### src/rtl/run_filter_if.sv
// Handshake/bus bundle for run_filter: raw sampled inputs toward the qualifier,
// qualified levels, edge pulses and population count back from it.
interface run_filter_if #(
    parameter int unsigned CHANNELS = 4
);
    localparam int unsigned AW = $clog2(CHANNELS + 1);

    logic                enable;
    logic [CHANNELS-1:0] data_in;
    logic [CHANNELS-1:0] run_out;
    logic [CHANNELS-1:0] rise_pulse;
    logic [CHANNELS-1:0] fall_pulse;
    logic [AW-1:0]       active_count;

    modport master (
        output enable,
        output data_in,
        input  run_out,
        input  rise_pulse,
        input  fall_pulse,
        input  active_count
    );

    modport slave (
        input  enable,
        input  data_in,
        output run_out,
        output rise_pulse,
        output fall_pulse,
        output active_count
    );
endinterface

### src/rtl/run_filter.sv
// Multi-channel run-length qualifier: a channel asserts after RISE_LEN consecutive
// high samples and deasserts after FALL_LEN consecutive low samples.
module run_filter #(
    parameter int unsigned CHANNELS = 4,
    parameter int unsigned RISE_LEN = 2,
    parameter int unsigned FALL_LEN = 1
) (
    input  logic         clk,
    input  logic         reset,
    run_filter_if.slave  bus
);
    localparam int unsigned MAX_LEN = (RISE_LEN > FALL_LEN) ? RISE_LEN : FALL_LEN;
    localparam int unsigned CW      = $clog2(MAX_LEN + 1);
    localparam int unsigned AW      = $clog2(CHANNELS + 1);

    // Thresholds carry one extra bit so cnt+1 never overflows before comparison.
    localparam logic [CW:0] RISE_T = RISE_LEN[CW:0];
    localparam logic [CW:0] FALL_T = FALL_LEN[CW:0];

    logic [CHANNELS-1:0] level_q, level_d;
    logic [CHANNELS-1:0] rise_q, rise_d;
    logic [CHANNELS-1:0] fall_q, fall_d;
    logic [CW-1:0]       cnt_q [CHANNELS];
    logic [CW-1:0]       cnt_d [CHANNELS];
    logic [CW:0]         thr;
    logic [CW:0]         nxt;
    logic [AW-1:0]       count;

    always_comb begin
        level_d = level_q;
        rise_d  = '0;
        fall_d  = '0;
        thr     = '0;
        nxt     = '0;
        for (int unsigned i = 0; i < CHANNELS; i++) begin
            cnt_d[i] = cnt_q[i];
            thr      = level_q[i] ? FALL_T : RISE_T;
            nxt      = {1'b0, cnt_q[i]} + 1'b1;
            if (bus.enable) begin
                if (bus.data_in[i] == level_q[i]) begin
                    cnt_d[i] = '0;
                end else if (nxt == thr) begin
                    level_d[i] = ~level_q[i];
                    cnt_d[i]   = '0;
                    rise_d[i]  = ~level_q[i];
                    fall_d[i]  = level_q[i];
                end else begin
                    cnt_d[i] = nxt[CW-1:0];
                end
            end
        end
    end

    always_ff @(posedge clk) begin
        if (reset) begin
            level_q <= '0;
            rise_q  <= '0;
            fall_q  <= '0;
            cnt_q   <= '{default: '0};
        end else begin
            level_q <= level_d;
            rise_q  <= rise_d;
            fall_q  <= fall_d;
            cnt_q   <= cnt_d;
        end
    end

    // Population count of registered levels, so it settles with run_out.
    always_comb begin
        count = '0;
        for (int unsigned i = 0; i < CHANNELS; i++) begin
            count = count + AW'(level_q[i]);
        end
    end

    assign bus.run_out      = level_q;
    assign bus.rise_pulse   = rise_q;
    assign bus.fall_pulse   = fall_q;
    assign bus.active_count = count;
endmodule

### src/flat_wrapper.sv
// flat-port wrapper written by rule: the top's interface ports become plain ports
module run_filter_flat 
#(
    parameter int unsigned CHANNELS = 4,
    parameter int unsigned RISE_LEN = 2,
    parameter int unsigned FALL_LEN = 1
)
  (clk, reset, bus_enable, bus_data_in, bus_run_out, bus_rise_pulse, bus_fall_pulse, bus_active_count);
  run_filter_if #(.CHANNELS(CHANNELS)) bus_i ();
  input  logic clk;
  input  logic reset;
  input wire logic [$bits(bus_i.enable)-1:0] bus_enable;
  input wire logic [$bits(bus_i.data_in)-1:0] bus_data_in;
  output wire logic [$bits(bus_i.run_out)-1:0] bus_run_out;
  output wire logic [$bits(bus_i.rise_pulse)-1:0] bus_rise_pulse;
  output wire logic [$bits(bus_i.fall_pulse)-1:0] bus_fall_pulse;
  output wire logic [$bits(bus_i.active_count)-1:0] bus_active_count;
  assign bus_i.enable = bus_enable;
  assign bus_i.data_in = bus_data_in;
  assign bus_run_out = bus_i.run_out;
  assign bus_rise_pulse = bus_i.rise_pulse;
  assign bus_fall_pulse = bus_i.fall_pulse;
  assign bus_active_count = bus_i.active_count;
  run_filter #(.CHANNELS(CHANNELS), .RISE_LEN(RISE_LEN), .FALL_LEN(FALL_LEN)) u_core (.clk(clk), .reset(reset), .bus(bus_i));
endmodule
### config.mk
export PLATFORM = sky130hd
export DESIGN_NAME = run_filter_flat
export DESIGN_NICKNAME = d
export VERILOG_FILES = /design/src/rtl/run_filter_if.sv /design/src/rtl/run_filter.sv /design/src/flat_wrapper.sv
export SDC_FILE = /design/constraint.sdc
export NUM_CORES = 1
export LEC_CHECK = 0
export ABC_AREA = 0
export BUFFER_PORTS_ARGS = -buffer_cell sky130_fd_sc_hd__buf_2
export CAP_MARGIN = 15
export CELL_PAD_IN_SITES_DETAIL_PLACEMENT = 2
export CELL_PAD_IN_SITES_GLOBAL_PLACEMENT = 2
export CORE_MARGIN = 8
export CORE_UTILIZATION = 31
export CTS_CLUSTER_DIAMETER = 100
export CTS_CLUSTER_SIZE = 25
export DETAILED_ROUTE_END_ITERATION = 10
export PLACE_DENSITY_LB_ADDON = 0.1
export SETUP_SLACK_MARGIN = 0.5
export SLEW_MARGIN = 10
export SYNTH_ARGS = -nofsm -noshare
export SYNTH_HDL_FRONTEND = slang
export SYNTH_SLANG_ARGS = --single-unit
export TNS_END_PERCENT = 5
### constraint.sdc
create_clock -name clk -period 2 [get_ports clk]
set_input_delay 0.2 -clock clk [delete_from_list [all_inputs] [get_ports clk]]
set_output_delay 0.2 -clock clk [all_outputs]
set_load 0.005 [all_outputs]
# Yosys cells after proc, flatten, opt, wreduce, memory -nomap -nowiden
# Index checks and enable logic that the tools add are counted.
dict set report classes {
  addsub 7
  eq_ne 8
  mux 12
  n_bitwise 13
  reduce_logical 8
}
# operator count
set ops {}
lappend ops {{two-way mux 2 bit} 12}
lappend ops {{OR reduction 4 bit} 4}
lappend ops {{inverter 1 bit} 13}
lappend ops {{adder 2 x 1 -> 3 bit, second input constant} 4}
lappend ops {{equality test 3 bit} 4}
lappend ops {{AND reduction 3 bit} 4}
lappend ops {{adder 3 x 1 -> 3 bit} 2}
lappend ops {{equality test 1 bit} 4}
lappend ops {{adder 1 x 1 -> 2 bit} 1}
dict set report totals {
  word_cells 64
  out_inout_bits 15
  ff_bits 20
  inputBits 7
}

# Logic depth before layout (Yosys ltp)
# Gate-level depths: netlist of the first run.
dict set report depth {
  word_depth 4
  depth_mapped 5
  depth_no_buf 5
}

# Worst setup path after synthesis of the first run
# Ideal clock, no wire load.
dict set report synth_timing {
  path_type {register -> output}
  from {reg u_core.level_q[1] (netlist: u_core.bus.run_out[1])}
  to {out bus_active_count[1]}
  path_stages_with_launch 4
  setup_slack_ns 0.452
  n_path_buf 0
  t_arrival_ns 1.348
  required_time_ns 1.800
  path_cell_list {dfxtp_1 ha_1 fa_1 ha_1}
}
dict set report synth_between {
  elab_chain_len 3
}
# element line
set synth_lines {}
lappend synth_lines {{from (decl)} run_filter.sv:20} ;# logic [CHANNELS-1:0] level_q, level_d;
lappend synth_lines {{from (signal assigned)} run_filter.sv:61} ;# level_q <= level_d;
lappend synth_lines {{adder 1 x 1 -> 2 bit} run_filter.sv:72} ;# count = count + AW'(level_q[i]);
lappend synth_lines {{adder 3 x 1 -> 3 bit (2 in a row)} run_filter.sv:72}
lappend synth_lines {{to (decl)} flat_wrapper.sv:17} ;# output wire logic [$bits(bus_i.active_count)-1:0] bus_active_count;
# No other way between the ends.

# Worst setup path in the final report of the first run
dict set report layout_timing {
  from {reg u_core.level_q[0] (netlist: u_core.bus.run_out[0])}
  to {out bus_active_count[1]}
}
# Same word-level chain as after synthesis.

==> results of run 1 <==
timing repair:
action,CTS,global route
endpoints found under the setup margin,4,11
hold endpoints to repair,0,0
pin swaps,2,2
buffers inserted,2,0
resized for setup,6,0
registers in the layout (all words and copies together), names as in the netlist:
register and flops:
u_core.bus.run_out 4, u_core.bus.rise_pulse 4, u_core.bus.fall_pulse 4, u_core.cnt_q 8
Yosys cell counts:
| master | instances | area share, % |
|---|---|---|
| dfxtp_1 | 20 | 39 |
| nand2b_1 | 17 | 10 |
| a21oi_1 | 10 | 4.8 |
| o21ai_1 | 7 | 3.4 |
| ha_1 | 6 | 7.2 |
| nor2_1 | 6 | 2.2 |
| nand3_1 | 5 | 2.4 |
| nand3b_1 | 5 | 3.6 |
| nor2b_1 | 5 | 3.0 |
| nor3_1 | 5 | 2.4 |
| nand2_1 | 3 | 1.1 |
| and4b_4 | 2 | 2.7 |
| buf_2 | 2 | 0.97 |
| buf_4 | 2 | 1.4 |
| nor2b_2 | 2 | 1.7 |
| nor3b_1 | 2 | 1.4 |
| nor4b_2 | 2 | 2.9 |
| o21ai_2 | 2 | 1.7 |
| xor2_1 | 2 | 1.7 |
| a31oi_1 | 1 | 0.60 |
| and4b_1 | 1 | 0.97 |
| clkbuf_1 | 1 | 0.36 |
| fa_1 | 1 | 1.9 |
| nand4_1 | 1 | 0.60 |
| nor4_1 | 1 | 0.60 |
| nor4b_1 | 1 | 0.85 |
| o21ai_0 | 1 | 0.48 |
worst register-to-register path: stages (launching register included):
cell and delay (ns):
dfxtp_1 0.44, ha_1 0.31, and4b_4 0.22, o21ai_2 0.22
xor2_1 0.17, nor2_1 0.05
metal layers:
| metal | track usage, % | vias to the layer above |
|---|---|---|
| li1 | - | 444 |
| met1 | 12.0 | 430 |
| met2 | 18.2 | 15 |
| met3 | 3.82 | 4 |
| met4 | 3.99 | 0 |
| met5 | 0 | - |
worst max-delay path by stage:
| stage | endpoint | slack [ns] | cells past startpoint |
|---|---|---|---|
| 6_report | bus_active_count[1] | 0.20 | 4 |
| 5_1_grt | bus_active_count[1] | 0.14 | 4 |
| 4_1_cts | bus_active_count[1] | 0.16 | 4 |
| 3_5_place_dp | bus_active_count[1] | 0.37 | 4 |
| 3_3_place_gp | bus_active_count[1] | 0.39 | 4 |
| 2_1_floorplan | bus_active_count[1] | 0.53 | 3 |
through the flow:
step,instances,hold slack [ns],total power [mW],worst slack (ns)
finish,181,0.179,0.678,0.205
global route,181,0.163,0.724,0.144
CTS,181,0.164,0.695,0.157
detailed placement,176,0.490,0.505,0.370
global placement,176,0.465,0.501,0.387
floorplan,113,0.331,0.479,0.529
power by group through the flow:
stage / clock (mW) / sequential (mW) / combinational, mW
finish: 0.186 / 0.412 / 0.0807
global route: 0.218 / 0.414 / 0.0920
CTS: 0.200 / 0.412 / 0.0830
detailed placement: 0 / 0.424 / 0.0814
global placement: 0 / 0.424 / 0.0778
floorplan: 0 / 0.421 / 0.0578
cell type report:
cell class | instances | area (um^2) | share of cell area (%)
Clock buffer | 3 | 22.5 | 1.79
Multi-Input combinational cell | 88 | 634 | 50.5
Sequential cell | 20 | 408 | 32.5
Tap cell | 46 | 57.6 | 4.58
Timing Repair Buffer | 24 | 134 | 10.7
cell families after synthesis:
family,count (synthesis)
xor+xnor,2
fa+ha+maj,7
compound gates,21
buf+inv,5
flops,20
simple gates,58
==> flow_metrics.py, run 1 <==
metrics = {
    "floorplanning": {
        "start_util_pct": 31.5,
        "fp.dieW_um": 73.8,
        "io_pins": 22,
        "row_count": 21,
        "die_area_mm2": 0.00545,
        "core_mm2": 0.00328,
        "die_y_um": 73.8,
    },
    "routing": {
        "vias": 893,
        "wl_um": 2600,
        "drt_pass1_iterations": 4,
        "drc_errors": 0,
        "route.met2.wl_um": 1300,
        "ant_nets": 0,
        "top_layer": "met4",
        "viasPerCell": 4.93,
        "drt-initial-drc-count": 21,
        "dr_wl_met3_um": 134,
        "wire_per_inst_um": 14.4,
        "wirelength_met1_um": 1130,
    },
    "final_layout": {
        "syn_to_final_growth_pct": 21.3,
        "num_antenna_cells": 0,
        "finish.utilization_pct": 38.2,
        "fin_area_mm2": 0.00126,
        "final_nets": 151,
        "layout_common_cells": "20 x buf_2, 18 x dfxtp_1, 17 x nand2b_1",
        "fillers": 387,
        "drive_above_1_share_pct": 29.6,
        "final_common_cell": "buf_2",
    },
    "clock_network": {
        "ctsHoldBuffers": 0,
        "cts_buffers": 3,
        "cts_max_level": 1,
        "cts_tree": "done",
        "cts_root_buffer": "clkbuf_4",
        "clk_pin_slew_ns": 0.11,
        "cts_sinks": 20,
        "clk_path_buf_depth": 2,
        "clock_latency_ns": 0.29,
    },
    "logic_synthesis": {
        "synth_compound_area_share_pct": 11.0,
        "ys_ff_latch": 20,
        "avgSynthCellArea_um2": 9.17,
        "syn_inst": 113,
        "synth_fp_nets": 127,
        "synthMuxAreaShare_pct": 0,
        "synth_top_family_by_area": "simple AND/OR/NAND/NOR gates",
        "syn-cell-area_mm2": 0.00104,
        "synth-simple-area-share_pct": 36.7,
        "yosys_warnings": 0,
        "synth_fa_ha_area_share_pct": 9.18,
        "yosysSeqAreaShare_pct": 38.6,
        "synth.distinct_cells": 27,
        "synth-xor-area-share_pct": 1.69,
    },
    "global_route": {
        "grt_overflow_total": 0,
        "grt_max_degree": 19,
        "grt_pass1_vias": 970,
        "grt.total_usage_pct": 10.8,
        "grt_pass1_wl_um": 4480,
        "antenna_found_initial": 0,
    },
    "placed_design": {
        "place_hpwl_um": 1980,
        "port_buffers": 21,
        "place_area_mm2": 0.00118,
        "place.gp.congestion": 0.717,
    },
    "setup_path": {
        "end_kind": "output port",
        "r2r_slack_ns": 0.48,
        "cp_data_required_time_ns": 1.80,
        "cp.arrival_ns": 1.60,
        "r2r-end": "u_core.bus.run_out[1]",
        "crit_family": "adder cells",
        "crit_slowest_cell": "dfxtp_4",
        "crit_fanout": 2,
        "cp-startpoint": "u_core.bus.run_out[0]",
        "start_kind": "flip-flop",
        "cpPeakStageDelay_ns": 0.36,
        "r2r-start": "u_core.cnt_q[4]",
        "crit_top_cell": "ha_4",
        "crit_type": "reg2out",
        "crit_buf_inv": 1,
        "cp_cell_sequence": "ha_4, fa_2, ha_4, buf_6",
        "reg2regPathDepth": 5,
    },
    "power_and_ir_drop": {
        "pwr-share-seq_pct": 60.7,
        "clkPwrFrac_pct": 27.4,
        "leakagePower_nw": 0.504,
        "p_int_mw": 0.508,
        "combPwrFrac_pct": 11.9,
        "cellPowerDensity_mw_per_mm2": 540,
        "power_switching_mw": 0.170,
        "switching_share_pct": 25.0,
        "peakVddDrop_mv": 0.283,
    },
    "worst_hold_path": {
        "holdPathEnd": "u_core.bus.rise_pulse[0]",
        "min_path_cells": 3,
        "hp-start": "bus_data_in[0]",
        "hp-class": "in2reg",
    },
    "sta": {
        "worst_pin_slew_ns": 0.347,
        "min_period_over_period_pct": 89.8,
        "fmax_mhz": 557,
        "tns_ns": 0,
        "finalCriticalPeriod_ns": 1.80,
        "slew_headroom_pct": 76.8,
        "report.final.slew_viol_count": 0,
        "fin_skew_ns": 0.00570,
        "final_hold_viol_count": 0,
        "rsz0062_at_grt": "yes",
        "finalSetupViolCount": 0,
    },
    "run": {
        "cap_viol_max_count": 0,
    },
    "outcome": {
        "status": "finished clean",
    },
}
Note: power is estimated with default switching activity, not from simulation.
==> run 2, diff against run 1 <==
==> constraint.sdc (replaced) <==
create_clock -name clk -period 2 [get_ports clk]
set_input_delay 0 -clock clk [delete_from_list [all_inputs] [get_ports clk]]
set_output_delay 0 -clock clk [all_outputs]
set_load 0.005 [all_outputs]
==> run 2 against run 1 <==
Net effect: sequential share of layout area down 0.67 points; global-route usage up 0.26 points; flip-flop and latch count unchanged; critical path type unchanged; critical endpoint unchanged.
==> flow_metrics.py, run 2 (synthesis gave the netlist of run 1 again) <==
metrics = {
    "global_route": {
        "grt.total_usage_pct": 11.0,
        "grt_max_degree": 25,
        "antenna_found_initial": 0,
        "grt_pass1_vias": 1030,
        "grt_overflow_total": 0,
        "grt_pass1_wl_um": 4750,
    },
    "setup_path": {
        "crit_slowest_cell": "dfxtp_4",
        "cp_data_required_time_ns": 2.00,
        "end_kind": "output port",
        "crit_top_cell": "ha_4",
        "crit_fanout": 2,
        "cp_cell_sequence": "ha_4, fa_2, ha_4, buf_2",
        "start_kind": "flip-flop",
        "cp.arrival_ns": 1.64,
        "crit_type": "reg2out",
        "cpPeakStageDelay_ns": 0.38,
    },
    "outcome": {
        "status": "finished clean",
    },
    "power_and_ir_drop": {
        "p_int_mw": 0.641,
        "switching_share_pct": 22.8,
        "cellPowerDensity_mw_per_mm2": 647,
        "combPwrFrac_pct": 9.9,
        "leakagePower_nw": 0.517,
        "peakVddDrop_mv": 0.349,
        "clkPwrFrac_pct": 40.4,
        "power_switching_mw": 0.189,
        "pwr-share-seq_pct": 49.7,
    },
    "routing": {
        "viasPerCell": 4.98,
        "vias": 906,
        "wl_um": 2750,
        "ant_nets": 0,
        "drt-initial-drc-count": 34,
        "drc_errors": 0,
        "wire_per_inst_um": 15.1,
        "drt_pass1_iterations": 2,
    },
    "placed_design": {
        "place.gp.congestion": 0.748,
        "post-place-cells": 175,
        "place_hpwl_um": 1990,
        "pre_cts_slack_ns": 0.469,
        "port_buffers": 21,
    },
    "final_layout": {
        "drive_above_1_share_pct": 29.4,
        "final_common_cell": "buf_2",
        "largest_register_ff_count": 8,
        "layout_common_cells": "21 x buf_2, 18 x dfxtp_1, 17 x nand2b_1",
        "stdcell_count": 182,
        "final_nets": 151,
        "syn_to_final_growth_pct": 23.8,
        "top_register": "u_core.cnt_q",
        "num_antenna_cells": 0,
    },
    "floorplanning": {
        "start_util_pct": 31.5,
        "die_y_um": 73.8,
        "core_mm2": 0.00328,
        "die_area_mm2": 0.00545,
        "io_pins": 22,
        "fp.dieW_um": 73.8,
        "row_count": 21,
    },
    "sta": {
        "report.final.slew_viol_count": 0,
        "fin_skew_ns": 0.0170,
        "fmax_mhz": 611,
        "tns_ns": 0,
        "rsz0062_at_grt": "yes",
        "slew_headroom_pct": 75.5,
        "finalSetupViolCount": 0,
        "finalCriticalPeriod_ns": 1.64,
        "worst_pin_slew_ns": 0.364,
        "final_hold_viol_count": 0,
        "min_period_over_period_pct": 81.8,
        "finalWorstSetupSlack_ns": 0.363,
    },
    "clock_network": {
        "cts_tree": "done",
        "clk_pin_slew_ns": 0.13,
        "clock_latency_ns": 0.31,
        "cts_root_buffer": "clkbuf_4",
        "cts_sinks": 20,
        "cts_buffers": 3,
        "cts_max_level": 1,
        "clk_path_buf_depth": 2,
    },
    "worst_hold_path": {
        "hp-class": "in2reg",
    },
    "run": {
        "cap_viol_max_count": 0,
    },
}
## run 2: what timing repair did
item / CTS / global route
hold endpoints to repair: 1 / 0
setup buffers: 2 / 0
hold buffers: 1 / 0
gates resized for setup: 6 / 1
endpoints found under the setup margin: 5 / 10
## run 2: per-stage QoR
stage	hold WS, ns	area, um^2	power (mW)	utilization [%]
global placement	0.290	1170	0.500	35.6
floorplan	0.131	1040	0.479	-
CTS	0.0153	1270	0.839	38.7
global route	0.0395	1280	0.865	39.0
detailed placement	0.312	1170	0.504	35.6
finish	0.0217	1280	0.830	39.0
## run 2: final cells by class
class	instances	area, um^2
clock inverters	1	30.0
well taps	46	57.6
repair buffers	24	130
multi-input cells	88	634
flip-flops and latches	20	408
clock buffers	3	22.5
fillers	376	2000
## run 2: final timing paths
kind	startpoint	endpoint	slack, ns	cells after the start
worst max-delay path	u_core.bus.run_out[0]	bus_active_count[1]	0.36	4
worst min-delay path	bus_data_in[3]	u_core.bus.rise_pulse[3]	0.02	3
worst max register to register	u_core.cnt_q[2]	u_core.bus.run_out[2]	0.46	5
worst min register to register	u_core.cnt_q[3]	u_core.cnt_q[3]	0.49	2
## run 2: metal layers
metal	GRT usage [%]	wire [um]	vias up
met5	0	0	-
met4	3.33	19	0
met3	2.73	114	2
met2	19.7	1370	12
met1	12.4	1240	446
li1	-	-	446
## run 2: critical path, delay by kind of cell, from the launching register on
family / cells / cell delay (ns)
flip-flops: 1 / 0.38
adder cells (fa/ha/maj): 3 / 0.85
buffers and inverters: 1 / 0.10
## run 2: power by group through the flow
stage | sequential, mW | clock (mW) | combinational, mW
floorplan | 0.421 | 0 | 0.0578
global placement | 0.424 | 0 | 0.0763
detailed placement | 0.424 | 0 | 0.0803
CTS | 0.413 | 0.343 | 0.0836
global route | 0.414 | 0.358 | 0.0932
finish | 0.412 | 0.335 | 0.0824
==> run 3, diff against run 2 <==
--- a/config.mk
+++ b/config.mk
@@ -11,7 +11,7 @@
 export CELL_PAD_IN_SITES_DETAIL_PLACEMENT = 2
 export CELL_PAD_IN_SITES_GLOBAL_PLACEMENT = 2
 export CORE_MARGIN = 8
-export CORE_UTILIZATION = 31
+export CORE_UTILIZATION = 28
 export CTS_CLUSTER_DIAMETER = 100
 export CTS_CLUSTER_SIZE = 25
 export DETAILED_ROUTE_END_ITERATION = 10
==> constraint.sdc (replaced) <==
create_clock -name clk -period 1.4 [get_ports clk]
set_input_delay 0 -clock clk [delete_from_list [all_inputs] [get_ports clk]]
set_output_delay 0 -clock clk [all_outputs]
set_load 0.005 [all_outputs]
==> run 3 against run 2 <==
Net effect: the run now ends with negative setup slack left; via count down 0.55%; clock skew fell by 0.015 ns; flip-flop and latch count unchanged; combinational power increased by 110%; largest cell class unchanged; global-route usage down 0.45 points; design area up 21%; cell count grew 2.2%; count of clock-buffer cells in the layout did not move.
==> flow_metrics.py, run 3 (synthesis gave the netlist of run 1 again) <==
metrics = {
    "outcome": {
        "violations": "negative setup slack",
        "status": "complete, but fails checks",
    },
    "power_and_ir_drop": {
        "combPwrFrac_pct": 15.3,
        "pwr-share-seq_pct": 51.0,
        "finalPower_mw": 1.16,
        "power_switching_mw": 0.302,
        "clkPwrFrac_pct": 33.7,
        "p_int_mw": 0.855,
        "leakagePower_nw": 0.553,
        "peakVddDrop_mv": 0.450,
        "switching_share_pct": 26.1,
        "cellPowerDensity_mw_per_mm2": 745,
    },
    "final_layout": {
        "fillers": 381,
        "syn_to_final_growth_pct": 50.0,
        "drive_above_1_share_pct": 58.0,
        "largest_register_ff_count": 8,
        "top_register": "u_core.cnt_q",
        "layout_common_cells": "18 x buf_2, 15 x nand2b_1, 9 x a21oi_1",
        "num_antenna_cells": 0,
        "final_common_cell": "buf_2",
        "final_nets": 153,
    },
    "placed_design": {
        "port_buffers": 21,
        "pre_cts_slack_ns": 0.0633,
        "place.gp.congestion": 0.716,
        "place_hpwl_um": 2040,
    },
    "run": {
        "cap_viol_max_count": 0,
    },
    "sta": {
        "final_hold_viol_count": 0,
        "min_period_over_period_pct": 112,
        "rsz0062_at_grt": "yes",
        "finalSetupViolCount": 3,
        "worst_pin_slew_ns": 0.391,
        "finalWorstSetupSlack_ns": -0.167,
        "worst_hold_slack_ns": 0.0367,
        "finalCriticalPeriod_ns": 1.57,
        "fin_skew_ns": 0.00204,
        "fmax_mhz": 638,
        "slew_headroom_pct": 73.9,
        "report.final.slew_viol_count": 0,
    },
    "routing": {
        "wire_per_inst_um": 15.9,
        "ant_nets": 0,
        "vias": 901,
        "drc_errors": 0,
        "drt_pass1_iterations": 4,
        "viasPerCell": 4.84,
        "wl_um": 2950,
        "drt-initial-drc-count": 35,
    },
    "clock_network": {
        "ctsHoldBuffers": 0,
        "cts_buffers": 3,
        "cts_root_buffer": "clkbuf_8",
        "cts_max_level": 1,
        "cts_tree": "done",
        "clk_path_buf_depth": 2,
        "cts_sinks": 20,
        "cts_setup_buffers": 0,
        "clk_pin_slew_ns": 0.08,
        "clock_latency_ns": 0.26,
    },
    "setup_path": {
        "cp_data_required_time_ns": 1.40,
        "r2r-start": "u_core.cnt_q[2]",
        "start_kind": "flip-flop",
        "r2r_slack_ns": 0.06,
        "r2r-end": "u_core.bus.run_out[2]",
        "crit_fanout": 2,
        "reg2regPathDepth": 5,
        "cp.arrival_ns": 1.57,
        "end_kind": "output port",
        "crit_type": "reg2out",
    },
    "global_route": {
        "grt_max_degree": 20,
        "grt_pass1_wl_um": 5090,
        "antenna_found_initial": 0,
        "grt_overflow_total": 0,
        "grt.total_usage_pct": 10.6,
        "grt_pass1_vias": 1036,
    },
    "worst_hold_path": {
        "holdPathEnd": "u_core.bus.rise_pulse[0]",
        "min_path_cells": 3,
        "hp-start": "bus_data_in[0]",
        "hp-class": "in2reg",
    },
    "floorplanning": {
        "io_pins": 22,
        "row_count": 22,
        "die_area_mm2": 0.00590,
        "fp.dieW_um": 76.8,
        "start_util_pct": 28.7,
        "die_y_um": 76.8,
        "core_mm2": 0.00361,
    },
}
## run 3: changes by cell type in the layout (fill, tap and decap cells not counted), sizes merged
cell,delta
dlygate4sd3,-1
bufinv,-1
clkinv,+1
buf,+3
## run 3: worst max-delay path by stage
stage                           from               endpoint  slack (ns)  cells after the start
2_1_floorplan        u_core.cnt_q[4]  u_core.bus.run_out[1]        0.17                      5
3_3_place_gp   u_core.bus.run_out[0]    bus_active_count[1]         0.1                      4
3_5_place_dp   u_core.bus.run_out[0]    bus_active_count[1]        0.06                      4
4_1_cts        u_core.bus.run_out[0]    bus_active_count[1]       -0.18                      4
5_1_grt        u_core.bus.run_out[0]    bus_active_count[1]       -0.22                      4
6_report       u_core.bus.run_out[0]    bus_active_count[1]       -0.17                      4
## run 3: stage by stage
stage | instance area (um^2) | cells | util [%] | TNS [ns]
after global placement | 1280 | 182 | 35.6 | 0
after floorplan | 1110 | 113 | - | 0
after CTS | 1520 | 186 | 42.1 | -0.338
after global routing | 1550 | 186 | 43.1 | -0.478
after detailed placement | 1280 | 182 | 35.6 | 0
final | 1550 | 186 | 43.1 | -0.306
## run 3: what timing repair did
action	CTS	global route
endpoints found under the setup margin	25	26
gates resized for setup	40	10
pin swaps	43	32
cloned	0	0
## run 3: layout make-up
cell class,instances,area (um^2),share of cell area [%]
clock buffer,3,41.3,2.66
sequential,20,430,27.7
timing repair buffer,26,169,10.9
clock inverter,1,3.75,0.242
tap,48,60.1,3.86
multi-input combinational,88,850,54.7
## run 3: power by group through the flow
stage               clock [mW]  combinational (mW)  sequential, mW
finish                   0.390               0.177           0.590
global route             0.430               0.194           0.593
CTS                      0.403               0.168           0.591
detailed placement           0               0.134           0.601
global placement             0               0.128           0.601
floorplan                    0              0.0899           0.600
## run 3: worst max-delay path, cell delays in order, from the launching register on
cell and delay, ns:
dfxtp_4 0.36, ha_4 0.23, fa_2 0.36, ha_4 0.28
buf_6 0.09
## run 3: per-layer routing
layer,track usage [%],share of wire (%)
met3,3.50,3.4
met4,2.31,0.91
met1,10.7,42
met2,20.2,54
met5,0,0
